**config.mk**
```make
export PLATFORM = sky130hd
export DESIGN_NAME = puf_vote_reader
export DESIGN_NICKNAME = d
export VERILOG_FILES = /design/src/rtl/puf_pkg.sv /design/src/rtl/puf_cell.sv /design/src/rtl/puf_cell_array.sv /design/src/rtl/puf_vote_reader.sv
export SDC_FILE = /design/constraint.sdc
export NUM_CORES = 1
export LEC_CHECK = 0
export ABC_AREA = 0
export BUFFER_PORTS_ARGS = -buffer_cell sky130_fd_sc_hd__buf_2
export CAP_MARGIN = 5
export CORE_MARGIN = 4
export CORE_UTILIZATION = 55
export DETAILED_ROUTE_END_ITERATION = 10
export PLACE_DENSITY_LB_ADDON = 0.12
export SETUP_SLACK_MARGIN = 0.1
export SYNTH_ARGS = -nofsm -noshare
export SYNTH_HDL_FRONTEND = slang
export SYNTH_SLANG_ARGS = --single-unit
```
**constraint.sdc**
```tcl
create_clock -name clk -period 2.3 [get_ports clk]
set_input_delay 0.46 -clock clk [delete_from_list [all_inputs] [get_ports clk]]
set_output_delay 0.46 -clock clk [all_outputs]
set_load 0.01 [all_outputs]
```
**src/rtl/puf_pkg.sv**
```systemverilog
// puf_pkg: shared FSM state type, arm length and vote-counter width helper for the PUF reader
package puf_pkg;
  typedef enum logic [2:0] {IDLE, ARM, EVAL, SAMPLE, FINISH} state_t;
  localparam int ARM_CYCLES = 2;
  function automatic int cnt_width(input int votes);
    return $clog2(votes + 1);
  endfunction
endpackage

```
**src/rtl/puf_cell.sv**
```systemverilog
// puf_cell: one-bit ring-latch PUF cell; enable/reset in, settled bit q out (BIAS is the cell's settled value)
module puf_cell #(
  parameter logic BIAS = 1'b0
) (
  input  logic enable,
  input  logic reset,
  output logic q
);
  assign q = enable & ~reset & BIAS;
endmodule

```
**src/rtl/puf_cell_array.sv**
```systemverilog
// puf_cell_array: TOTAL kept PUF cells; shared enable/reset (active-high) in, raw[TOTAL-1:0] out
module puf_cell_array #(
  parameter int TOTAL = 128
) (
  input  logic             enable,
  input  logic             reset,
  output logic [TOTAL-1:0] raw
);
  for (genvar g = 0; g < TOTAL; g++) begin : g_cell
    (* keep *) puf_cell #(.BIAS(1'(g % 3 == 1))) u_cell (.enable(enable), .reset(reset), .q(raw[g]));
  end
endmodule

```
**src/rtl/puf_vote_reader.sv**
```systemverilog
// puf_vote_reader: handshaked majority-vote PUF word read; clk/reset_n/start/addr in, busy/done/out_word/unstable out
module puf_vote_reader
  import puf_pkg::*;
#(
  parameter int ADDR_BITS     = 4,
  parameter int OUT_BITS      = 8,
  parameter int VOTES         = 5,
  parameter int SETTLE_CYCLES = 16
) (
  input  logic                 clk,
  input  logic                 reset_n,
  input  logic                 start,
  input  logic [ADDR_BITS-1:0] addr,
  output logic                 busy,
  output logic                 done,
  output logic [OUT_BITS-1:0]  out_word,
  output logic [OUT_BITS-1:0]  unstable
);
  localparam int TOTAL = (2 ** ADDR_BITS) * OUT_BITS;
  localparam int CW    = cnt_width(VOTES);
  localparam int TW    = $clog2(SETTLE_CYCLES + ARM_CYCLES);
  localparam int BW    = $clog2(TOTAL);
  if (VOTES < 1 || VOTES % 2 == 0) begin : g_bad_votes
    $error("VOTES must be odd and at least 1");
  end
  if (SETTLE_CYCLES < 1) begin : g_bad_settle
    $error("SETTLE_CYCLES must be at least 1");
  end
  state_t                      state, nxt;
  logic [TW-1:0]               timer;
  logic [CW-1:0]               rounds;
  logic [ADDR_BITS-1:0]        addr_q;
  logic [OUT_BITS-1:0]         sync1, sync2, word, maj, unst;
  logic [OUT_BITS-1:0][CW-1:0] cnt, cnt_nx;
  logic [BW-1:0]               base_idx;
  logic [TOTAL-1:0]            raw;
  logic                        arr_en, arr_rst;
  puf_cell_array #(.TOTAL(TOTAL)) u_array (.enable(arr_en), .reset(arr_rst), .raw(raw));
  assign base_idx = BW'(addr_q) * BW'(OUT_BITS);
  assign word     = raw[base_idx +: OUT_BITS];
  always_comb begin
    nxt     = state;
    busy    = state inside {ARM, EVAL, SAMPLE};
    done    = state == FINISH;
    arr_en  = state == EVAL;
    arr_rst = state != EVAL;
    case (state)
      IDLE:    nxt = start ? ARM : IDLE;
      ARM:     nxt = timer == TW'(ARM_CYCLES - 1) ? EVAL : ARM;
      EVAL:    nxt = timer == TW'(SETTLE_CYCLES - 1) ? SAMPLE : EVAL;
      SAMPLE:  nxt = rounds == CW'(VOTES - 1) ? FINISH : ARM;
      default: nxt = IDLE;
    endcase
  end
  // sync2 in SAMPLE holds the word captured one edge before EVAL ended
  always_comb begin
    cnt_nx = cnt;
    maj    = '0;
    unst   = '0;
    for (int i = 0; i < OUT_BITS; i++) begin
      cnt_nx[i] = cnt[i] + CW'(sync2[i]);
      maj[i]    = cnt_nx[i] > CW'(VOTES / 2);
      unst[i]   = cnt_nx[i] != '0 && cnt_nx[i] != CW'(VOTES);
    end
  end
  always_ff @(posedge clk or negedge reset_n) begin
    if (!reset_n) begin
      state    <= IDLE;
      timer    <= '0;
      rounds   <= '0;
      addr_q   <= '0;
      sync1    <= '0;
      sync2    <= '0;
      cnt      <= '0;
      out_word <= '0;
      unstable <= '0;
    end else begin
      state <= nxt;
      timer <= nxt == state ? timer + 1'b1 : '0;
      sync1 <= word;
      sync2 <= sync1;
      if (state == IDLE && start) begin
        addr_q <= addr;
        rounds <= '0;
        cnt    <= '0;
      end
      if (state == SAMPLE) begin
        rounds <= rounds + 1'b1;
        cnt    <= cnt_nx;
      end
      if (state == SAMPLE && nxt == FINISH) begin
        out_word <= maj;
        unstable <= unst;
      end
    end
  end
endmodule

```
==> impl_metrics.json, run 1 <==
{
  "grt_pass1_wl_mm": 9.92,
  "final_common_cell": "dfrtp_1",
  "track_usage_pct": 19.8,
  "worstMarginPinSlew_ps": 610,
  "outcome": "finished, final reports clean",
  "grt_overflow": 0,
  "drcViolationCount": 0,
  "first_iter_violations": 68,
  "synth_nets": 280,
  "place_ws_ps": 430,
  "initial_core_util_pct": 58.4,
  "postCtsSetupBuffers": 0,
  "cellPowerDensity_mw_per_mm2": 1080,
  "drive_above_1_share_pct": 20.8,
  "fin_tns_setup_ps": 0,
  "max_slew_margin_pct": 59.2,
  "cts_hold_repair.buffers": 0,
  "rsz0062_at_grt": "false",
  "worstSetupPathType": "flip-flop to flip-flop",
  "fin_area_mm2": 0.00336,
  "async_flop_share_pct": 100,
  "setup_viol": 0,
  "hp-class": "input port to asynchronous set/reset pin",
  "r2r-end": "unstable[1]$_DFFE_PN0P_",
  "cts_resized": 0,
  "cts-root-buf": "clkbuf_8",
  "wl_per_cell_um": 15.9,
  "synthFlopType": "dfrtp_1",
  "dr.pass1.iters": 7,
  "clk_latency_ps": 330,
  "die_area_mm2": 0.00681,
  "rrSetupSlack_ps": 390,
  "synth_area_mm2": 0.00306,
  "core_area_mm2": 0.00524,
  "ys_ff_latch": 61,
  "post-route-util_pct": 64.2,
  "antenna_cells": 0,
  "yosysWarnings": 0,
  "rr_worst_depth": 4,
  "end_kind": "flip-flop",
  "vias": 1972,
  "rows": 26,
  "grt_antenna_before_repair": 0,
  "die_y_um": 82.6,
  "finalWirelength_mm": 5.54,
  "cp-start-kind": "flip-flop",
  "cts_inserted_buffers": 9,
  "syn_avg_cell_area_um2": 12.1,
  "cts_tree": "done",
  "max_freq_mhz": 525,
  "hold_ws_ps": 135,
  "seq_area_frac_synth_pct": 49.9,
  "period_needed_ps": 1910,
  "skew_ps": 5.98,
  "drtAntennaViolNets": 0,
  "worstPathArrival_ps": 2110,
  "io_buffers": 24,
  "syn_inst": 252,
  "dpl.hpwl_mm": 3.55,
  "syn2layout_area_growth_pct": 10.0,
  "instances_no_fill": 349,
  "placed_area_mm2": 0.00322,
  "io_pins": 25,
  "cts.sinks": 61,
  "cp_max_fo": 13,
  "slew_viol_final": 0,
  "clockBufferDepth": 2,
  "place.gp.congestion": 0.759,
  "clk_pin_slew_ps": 60,
  "mostFrequentLayoutCells": "dfrtp_1 (61), buf_2 (24), ha_1 (21)",
  "grt_pass1_vias": 2058,
  "post-route-period-util_pct": 82.9,
  "startpoint": "state[2]$_DFF_PN0_",
  "vdd.ir_drop.worst_uv": 704,
  "finalHoldViolations": 0,
  "viasPerCell": 5.65,
  "dp.cells": 338,
  "power.total_mw": 3.63,
  "grt_max_degree": 62,
  "drv_cap": 0,
  "nets": 307,
  "required_ps": 2500,
  "die-width_um": 82.6,
  "layout_setup_ws_ps": 393,
  "worstReg2RegStart": "state[2]$_DFF_PN0_",
  "synthDistinctLibCells": 40,
  "cts_max_level": 3,
  "leakage_nw": 1.59,
  "synth_edf_count": 0
}
## kinds of logic after synthesis
group,Yosys count,synth area share (%)
DFF,61,49.9
buffers and inverters,18,3.64
AOI/OAI and AO/OA,60,13.7
and+or+nand+nor,48,9.91
adders and majority gates,21,8.60
xor gates and xnor gates,20,5.73
muxes,24,8.47
## cell usage after synthesis (2+ instances only)
cell	n	area, µm²
xor2_1	9	78.8
ha_1	21	263
a2bb2oi_1	8	70.1
nor3_1	13	65.1
nor2_1	4	15.0
a21oi_1	11	55.1
mux2_2	15	169
mux2i_1	9	90.1
nor2b_1	2	12.5
nand2b_1	3	18.8
buf_6	5	56.3
o21ai_0	16	80.1
buf_2	2	10.0
nand3_1	2	10.0
nand3b_1	2	15.0
xnor2_1	11	96.3
inv_1	4	15.0
nor3b_1	2	15.0
clkbuf_1	5	18.8
a211oi_1	3	22.5
a22o_1	17	149
dfrtp_1	61	1530
nand2_1	10	37.5
## worst max path at each step
stage	endpoint	slack [ps]	cells past startpoint
floorplan	timer[2]$_DFF_PN0_	620	6
global placement	unstable[1]$_DFFE_PN0P_	450	4
detailed placement	unstable[1]$_DFFE_PN0P_	430	4
CTS	unstable[1]$_DFFE_PN0P_	400	4
global route	unstable[4]$_DFFE_PN0P_	260	4
finish	unstable[1]$_DFFE_PN0P_	390	4
## layer usage
metal	global-route usage (%)	routed length [µm]	vias up	part of all wire [%]
li1	-	-	968	-
met1	24.6	2580	964	47
met2	32.3	2650	35	48
met3	7.27	236	5	4.3
met4	5.88	78	0	1.4
met5	0	0	-	0
## worst max-delay path: stages (launching register included)
cell and delay, ps:
dfrtp_1 600, and3b_1 400, nand3_2 150, clkinv_1 370, a2bb2oi_1 260
## sequential cells by signal, indices dropped and copies added (netlist names)
register	cells
sync2	3
addr_q	4
state	3
cnt	24
sync1	3
out_word	8
rounds	3
timer	5
unstable	8
## final cells by class
cell class | count | area, µm²
multi-input cells | 173 | 1420
inverters | 5 | 18.8
repair buffers | 29 | 170
fillers | 415 | 1870
well taps | 70 | 87.6
flip-flops and latches | 61 | 1530
clock buffers | 11 | 141
## power by group
part | switching [mW] | leakage, nW | internal (mW) | total [mW]
Combinational | 0.667 | 0.739 | 0.621 | 1.29
Sequential | 0.250 | 0.778 | 1.35 | 1.60
Clock | 0.348 | 0.0731 | 0.390 | 0.738
Total | 1.26 | 1.59 | 2.36 | 3.63
(Power assumes the default switching activity.)
==> inputs of run 2 (changes only) <==
ABC_AREA = 1   (was 0)
CORE_UTILIZATION = 53   (was 55)
clock period = 1.75 ns   (was 2.3 ns; I/O delays follow)
==> run 2 against run 1 <==
  * Sequential cell count unchanged
  * Final cell count rose by 21%
  * Final area rose by 0.45%
  * Count of clock-buffer cells in the layout unchanged
  * Wire length fell by 3.0%
  * Core utilization rose by 0.29 points
==> impl_metrics.json, run 2 <==
{
  "core_area_mm2": 0.00524,
  "mostFrequentLayoutCells": "dfrtp_1 (60), nand2_1 (47), o21ai_0 (36)",
  "cp_top_family": "simple AND/OR/NAND/NOR gates",
  "cp_max_fo": 5,
  "max_freq_mhz": 609,
  "synthAdderAreaFrac_pct": 8.97,
  "clk_pin_slew_ps": 60,
  "fin_area_mm2": 0.00338,
  "grt_antenna_before_repair": 0,
  "cp-start-kind": "flip-flop",
  "grt_pass1_wl_mm": 9.08,
  "hp-class": "input port to asynchronous set/reset pin",
  "wl_per_cell_um": 12.7,
  "finalHoldViolations": 0,
  "track_usage_pct": 18.3,
  "max_slew_margin_pct": 78.8,
  "rows": 26,
  "async_flop_share_pct": 100,
  "seq_area_frac_synth_pct": 52.1,
  "grt_max_degree": 62,
  "largest_reg_flops": 24,
  "initial_core_util_pct": 55.9,
  "cts.sinks": 61,
  "synth_compound_area_share_pct": 12.2,
  "required_ps": 2010,
  "worstPathCellList": "ha_2 -> and3_1 -> ha_1 -> nand4_1 -> nand2_1 -> o21bai_1 -> nand2_2 -> nor2_1",
  "drv_cap": 0,
  "setup_viol": 0,
  "synth_edf_count": 0,
  "io_buffers": 24,
  "top_register": "cnt",
  "drtAntennaViolNets": 0,
  "cts-root-buf": "clkbuf_8",
  "drive_above_1_share_pct": 17.8,
  "synth_nets": 342,
  "slowest_delay_ps": 410,
  "yosysTopAreaCellShare_pct": 52.1,
  "skew_ps": 5.78,
  "slew_viol_final": 0,
  "synthSimpleGateAreaFrac_pct": 17.8,
  "fin_tns_setup_ps": 0,
  "syn2layout_area_growth_pct": 15.3,
  "outcome": "finished, final reports clean",
  "antenna_cells": 0,
  "vdd.ir_drop.worst_uv": 531,
  "rsz0062_at_grt": "true",
  "cts_tree": "done",
  "dpl.hpwl_mm": 3.54,
  "io_pins": 25,
  "cts_inserted_buffers": 9,
  "synth.mux.area_fraction_pct": 0,
  "critPathBufInv": 0,
  "slowest_stage": "dfrtp_1",
  "worstSetupPathType": "flip-flop to flip-flop",
  "clockBufferDepth": 2,
  "dr.pass1.iters": 4,
  "clk_latency_ps": 340,
  "syn_inst": 314,
  "leakage_nw": 1.72,
  "die-width_um": 82.4,
  "die_area_mm2": 0.00678,
  "post-route-period-util_pct": 93.9,
  "grt_overflow": 0,
  "period_needed_ps": 1640,
  "synth_top_family_by_area": "simple AND/OR/NAND/NOR gates",
  "syn_avg_cell_area_um2": 9.33,
  "synthDistinctLibCells": 28,
  "ys_top_cells_by_area": "dfrtp_1 (52%), ha_1 (9.0%), o21ai_0 (6.1%)",
  "viasPerCell": 5.21,
  "end_kind": "flip-flop",
  "synthFlopType": "dfrtp_1",
  "worstMarginPinSlew_ps": 318,
  "grt_pass1_vias": 1961,
  "finalWirelength_mm": 5.37,
  "cts_max_level": 3,
  "placed_area_mm2": 0.00314,
  "synth_area_mm2": 0.00293,
  "cellPowerDensity_mw_per_mm2": 790,
  "vias": 2204,
  "drcViolationCount": 0,
  "place.gp.congestion": 0.805,
  "final_common_cell": "dfrtp_1",
  "synth_top_area_cell": "dfrtp_1",
  "synth-xor-area-share_pct": 3.29,
  "ys_ff_latch": 61,
  "first_iter_violations": 122,
  "cts_hold_repair.buffers": 0,
  "yosysMostFrequentCell": "dfrtp_1",
  "yosysWarnings": 0,
  "die_y_um": 82.4,
  "reg.largest.list": "cnt (24), out_word (8), unstable (8)",
  "yosys-top-cells-count": "dfrtp_1 (61), nand2_1 (48), o21ai_0 (36)",
  "worstPathArrival_ps": 1910,
  "nets": 376
}
run 2: cell count changes after synthesis, moves of 6 or more:
cell and change:
nand2_1 +38, nand3_1 +33, inv_1 +23, nor2_1 +21, o21ai_0 +20, a22o_1 -17, mux2_2 -15, nor3_1 -12
mux2i_1 -9, a2bb2oi_1 -8, a31oi_1 +8, xor2_1 -8, o21ai_1 +6
run 2: final timing paths:
path,end,startpoint,cells after the start,slack (ps)
worst max-delay path,timer[0]$_DFF_PN0_,timer[0]$_DFF_PN0_,8,110
worst min-delay path,unstable[6]$_DFFE_PN0P_,reset_n,2,9
worst max register to register,timer[0]$_DFF_PN0_,timer[0]$_DFF_PN0_,8,110
worst min register to register,sync2[4]$_DFF_PN0_,sync1[4]$_DFF_PN0_,0,350
max in group asynchronous,state[2]$_DFF_PN0_,reset_n,2,1460
min in group clk,addr_q[2]$_DFFE_PN0P_,addr[2],3,250
run 2: area by class of cell:
type,instances,area [µm²]
Fill cell,422,1860
Clock buffer,11,141
Inverter,29,111
Sequential cell,61,1530
Multi-Input combinational cell,214,1260
Clock inverter,5,50.0
Timing Repair Buffer,33,200
Tap cell,70,87.6
run 2: where the power goes:
part           internal, mW  switching [mW]  total (mW)  leakage [nW]
combinational       0.00939          0.0281      0.0375         0.912
clock                 0.686           0.536        1.22         0.103
sequential             1.41               0        1.41         0.706
total                  2.11           0.564        2.67          1.72
run 2: kinds of logic (layout without fill, tap and decap cells):
logic type | after synthesis | in the layout
fa+ha+maj | 21 | 21
flops | 61 | 61
compound gates | 66 | 66
buf+inv | 39 | 78
xor+xnor | 11 | 11
simple gates | 116 | 116
run 2: per-layer routing:
layer,routed length [µm],vias to the layer above,global-route usage [%]
met3,310,13,4.12
met2,2300,60,26.8
li1,-,1130,-
met1,2620,1001,24.6
met5,0,-,0
met4,146,0,11.0
run 2: repair_timing:
| item | 4_1_cts | 5_1_grt |
|---|---|---|
| buffers inserted | 0 | 3 |
| endpoints found under the setup margin | 0 | 8 |
| resized for setup | 0 | 6 |
run 2: through the flow:
step	worst slack (ps)	std cells	util (%)	hold slack [ps]	power, mW
final	107	423	64.5	9.33	2.67
after global routing	52.4	423	64.5	27.7	2.78
after CTS	101	420	63.6	17.0	2.70
after detailed placement	117	404	60.0	338	1.48
after global placement	200	404	60.0	332	1.48
after floorplan	288	314	-	54.4	1.44
run 2: worst reg2reg max path: stages, from the launching register on:
cell	delay [ps]
dfrtp_1	410
ha_2	200
and3_1	180
ha_1	170
nand4_1	110
nand2_1	70
o21bai_1	190
nand2_2	120
nor2_1	120
==> inputs of run 3 (changes only) <==
CORE_ASPECT_RATIO = 0.7   (was not set)
HOLD_SLACK_MARGIN = 0.08   (was not set)
SKIP_CTS_REPAIR_TIMING = 1   (was not set)
==> run 3 against run 2 <==
  * Final cell count did not move
  * Wire length increased by 3.3%
  * Sequential share of layout area fell by 0.12 points
  * Critical path depth is 2 higher
  * Worst hold slack improved by 260 ps
  * Clock power hardly changed
  * Critical endpoint is now timer[4]$_DFF_PN0_
  * Largest cell class unchanged
  * Highest routed layer unchanged
==> impl_metrics.json, run 3 (synthesis gave the netlist of run 2 again) <==
{
  "comb_power_share_pct": 1.5,
  "setup_viol": 0,
  "cellPowerDensity_mw_per_mm2": 789,
  "worstPathArrival_ps": 1800,
  "max_freq_mhz": 649,
  "power.switching_mw": 0.522,
  "grt_pass1_wl_mm": 9.49,
  "initial_core_util_pct": 55.4,
  "drv_cap": 0,
  "worstMarginPinSlew_ps": 318,
  "skew_ps": 5.42,
  "period_needed_ps": 1540,
  "rsz0062_at_grt": "true",
  "post-route-period-util_pct": 88.1,
  "place.gp.congestion": 0.796,
  "leakage_nw": 1.71,
  "cp_max_fo": 5,
  "top_register": "cnt",
  "drive_above_1_share_pct": 16.8,
  "r2r-end": "timer[4]$_DFF_PN0_",
  "cts_max_level": 3,
  "cts_tree": "done",
  "vias": 2166,
  "n_fill_cell": 453,
  "cts_inserted_buffers": 9,
  "max_slew_margin_pct": 78.8,
  "slowest_delay_ps": 380,
  "dpl.hpwl_mm": 3.73,
  "die_area_mm2": 0.00680,
  "die_y_um": 70.2,
  "fin_tns_setup_ps": 0,
  "cts.sinks": 61,
  "grt_antenna_before_repair": 0,
  "seq_power_share_pct": 52.8,
  "drcViolationCount": 0,
  "outcome": "finished, final reports clean",
  "rr_worst_depth": 10,
  "die-width_um": 96.9,
  "io_pins": 25,
  "dr.pass1.iters": 4,
  "slowest_stage": "dfrtp_1",
  "worstSetupPathType": "flip-flop to flip-flop",
  "largest_reg_flops": 24,
  "vdd.ir_drop.worst_uv": 550,
  "regArea_mm2": 0.00153,
  "slew_viol_final": 0,
  "core_area_mm2": 0.00529,
  "grt_pass1_vias": 2085,
  "internal_power_mw": 2.15,
  "first_iter_violations": 125,
  "cts-root-buf": "clkbuf_8",
  "place_ws_ps": 111,
  "hp-class": "input port to flip-flop",
  "end_kind": "flip-flop",
  "p_sw_share_pct": 19.5,
  "clockPowerShare_pct": 45.8,
  "holdPathEnd": "addr_q[2]$_DFFE_PN0P_",
  "mostFrequentLayoutCells": "dfrtp_1 (60), nand2_1 (47), o21ai_0 (36)",
  "multi_input_area_mm2": 0.00127,
  "finalWirelength_mm": 5.55,
  "syn2layout_area_growth_pct": 15.6,
  "grt_max_degree": 62,
  "layout_setup_ws_ps": 208,
  "reg.largest.list": "cnt (24), out_word (8), unstable (8)",
  "worstPathCellList": "buf_4 -> ha_1 -> inv_1 -> nor2_1 -> nand2_1 -> nand2_1 -> nand2_1 -> o21bai_1 -> nand2_2 -> nor2_1",
  "antenna_cells": 0,
  "clockBufferDepth": 2,
  "final_common_cell": "dfrtp_1",
  "cp-start-kind": "flip-flop",
  "rows": 22,
  "clk_latency_ps": 320,
  "track_usage_pct": 17.4,
  "grt_overflow": 0,
  "io_buffers": 24,
  "crit_top_cell": "nand2_1",
  "finalHoldViolations": 0,
  "wl_per_cell_um": 13.1,
  "required_ps": 2010,
  "viasPerCell": 5.12,
  "hp-start": "addr[2]",
  "drtAntennaViolNets": 0,
  "nets": 375,
  "hold_depth": 3,
  "clk_pin_slew_ps": 60,
  "rrSetupSlack_ps": 210,
  "worstReg2RegStart": "timer[0]$_DFF_PN0_"
}
[run 3: cell count changes in the layout (fill, tap and decap cells not counted), sizes merged]
cell and delta:
clkinv -4, clkbuf +3, buf -2, dlygate4sd3 +1
[run 3: final cells by class]
cell class                      count  area share [%]
Sequential cell                    61            45.1
Clock inverter                      1           0.887
Multi-Input combinational cell    214            37.5
Timing Repair Buffer               32            5.76
Inverter                           29            3.29
Tap cell                           72            2.66
Clock buffer                       14            4.80
[run 3: how the worst max path moves through the flow]
| stage | startpoint | endpoint | cells after the start |
|---|---|---|---|
| floorplan | timer[0]$_DFF_PN0_ | timer[0]$_DFF_PN0_ | 8 |
| finish | timer[0]$_DFF_PN0_ | timer[4]$_DFF_PN0_ | 10 |
| detailed placement | timer[0]$_DFF_PN0_ | timer[1]$_DFF_PN0_ | 8 |
| global route | timer[0]$_DFF_PN0_ | timer[4]$_DFF_PN0_ | 8 |
| CTS | timer[0]$_DFF_PN0_ | timer[1]$_DFF_PN0_ | 8 |
| global placement | timer[0]$_DFF_PN0_ | timer[2]$_DFF_PN0_ | 8 |
[run 3: stage by stage]
stage / area (µm²) / cells / hold slack (ps) / power, mW / util, %
detailed placement: 3140 / 406 / 345 / 1.48 / 59.5
CTS: 3340 / 421 / 26.3 / 2.71 / 63.1
global placement: 3140 / 406 / 337 / 1.48 / 59.5
global route: 3390 / 423 / 285 / 2.78 / 64.1
finish: 3390 / 423 / 272 / 2.67 / 64.1
floorplan: 2930 / 314 / 54.4 / 1.44 / -
[run 3: layer usage]
layer  wire length, µm  vias to the layer above  GRT usage, %
li1                  -                     1115             -
met1              2760                     1019          23.4
met2              2570                       28          26.7
met3               190                        4          6.69
met4                35                        0          4.21
met5                 0                        -             0
[run 3: worst max-delay path: cells and delay by family (launching register included)]
family                   cells  cell delay (ps)
flip-flops                   1              380
adder cells (fa/ha/maj)      1              150
buffers and inverters        2              180
AND/OR/NAND/NOR              6              610
AO/OA/AOI/OAI                1              160
[run 3: power by group through the flow]
| stage | Combinational (mW) | Clock, mW | Sequential, mW |
|---|---|---|---|
| floorplan | 0.0000491 | 0 | 1.44 |
| global placement | 0.0402 | 0 | 1.44 |
| detailed placement | 0.0405 | 0 | 1.44 |
| CTS | 0.0405 | 1.26 | 1.41 |
| global route | 0.0463 | 1.32 | 1.41 |
| finish | 0.0389 | 1.22 | 1.41 |
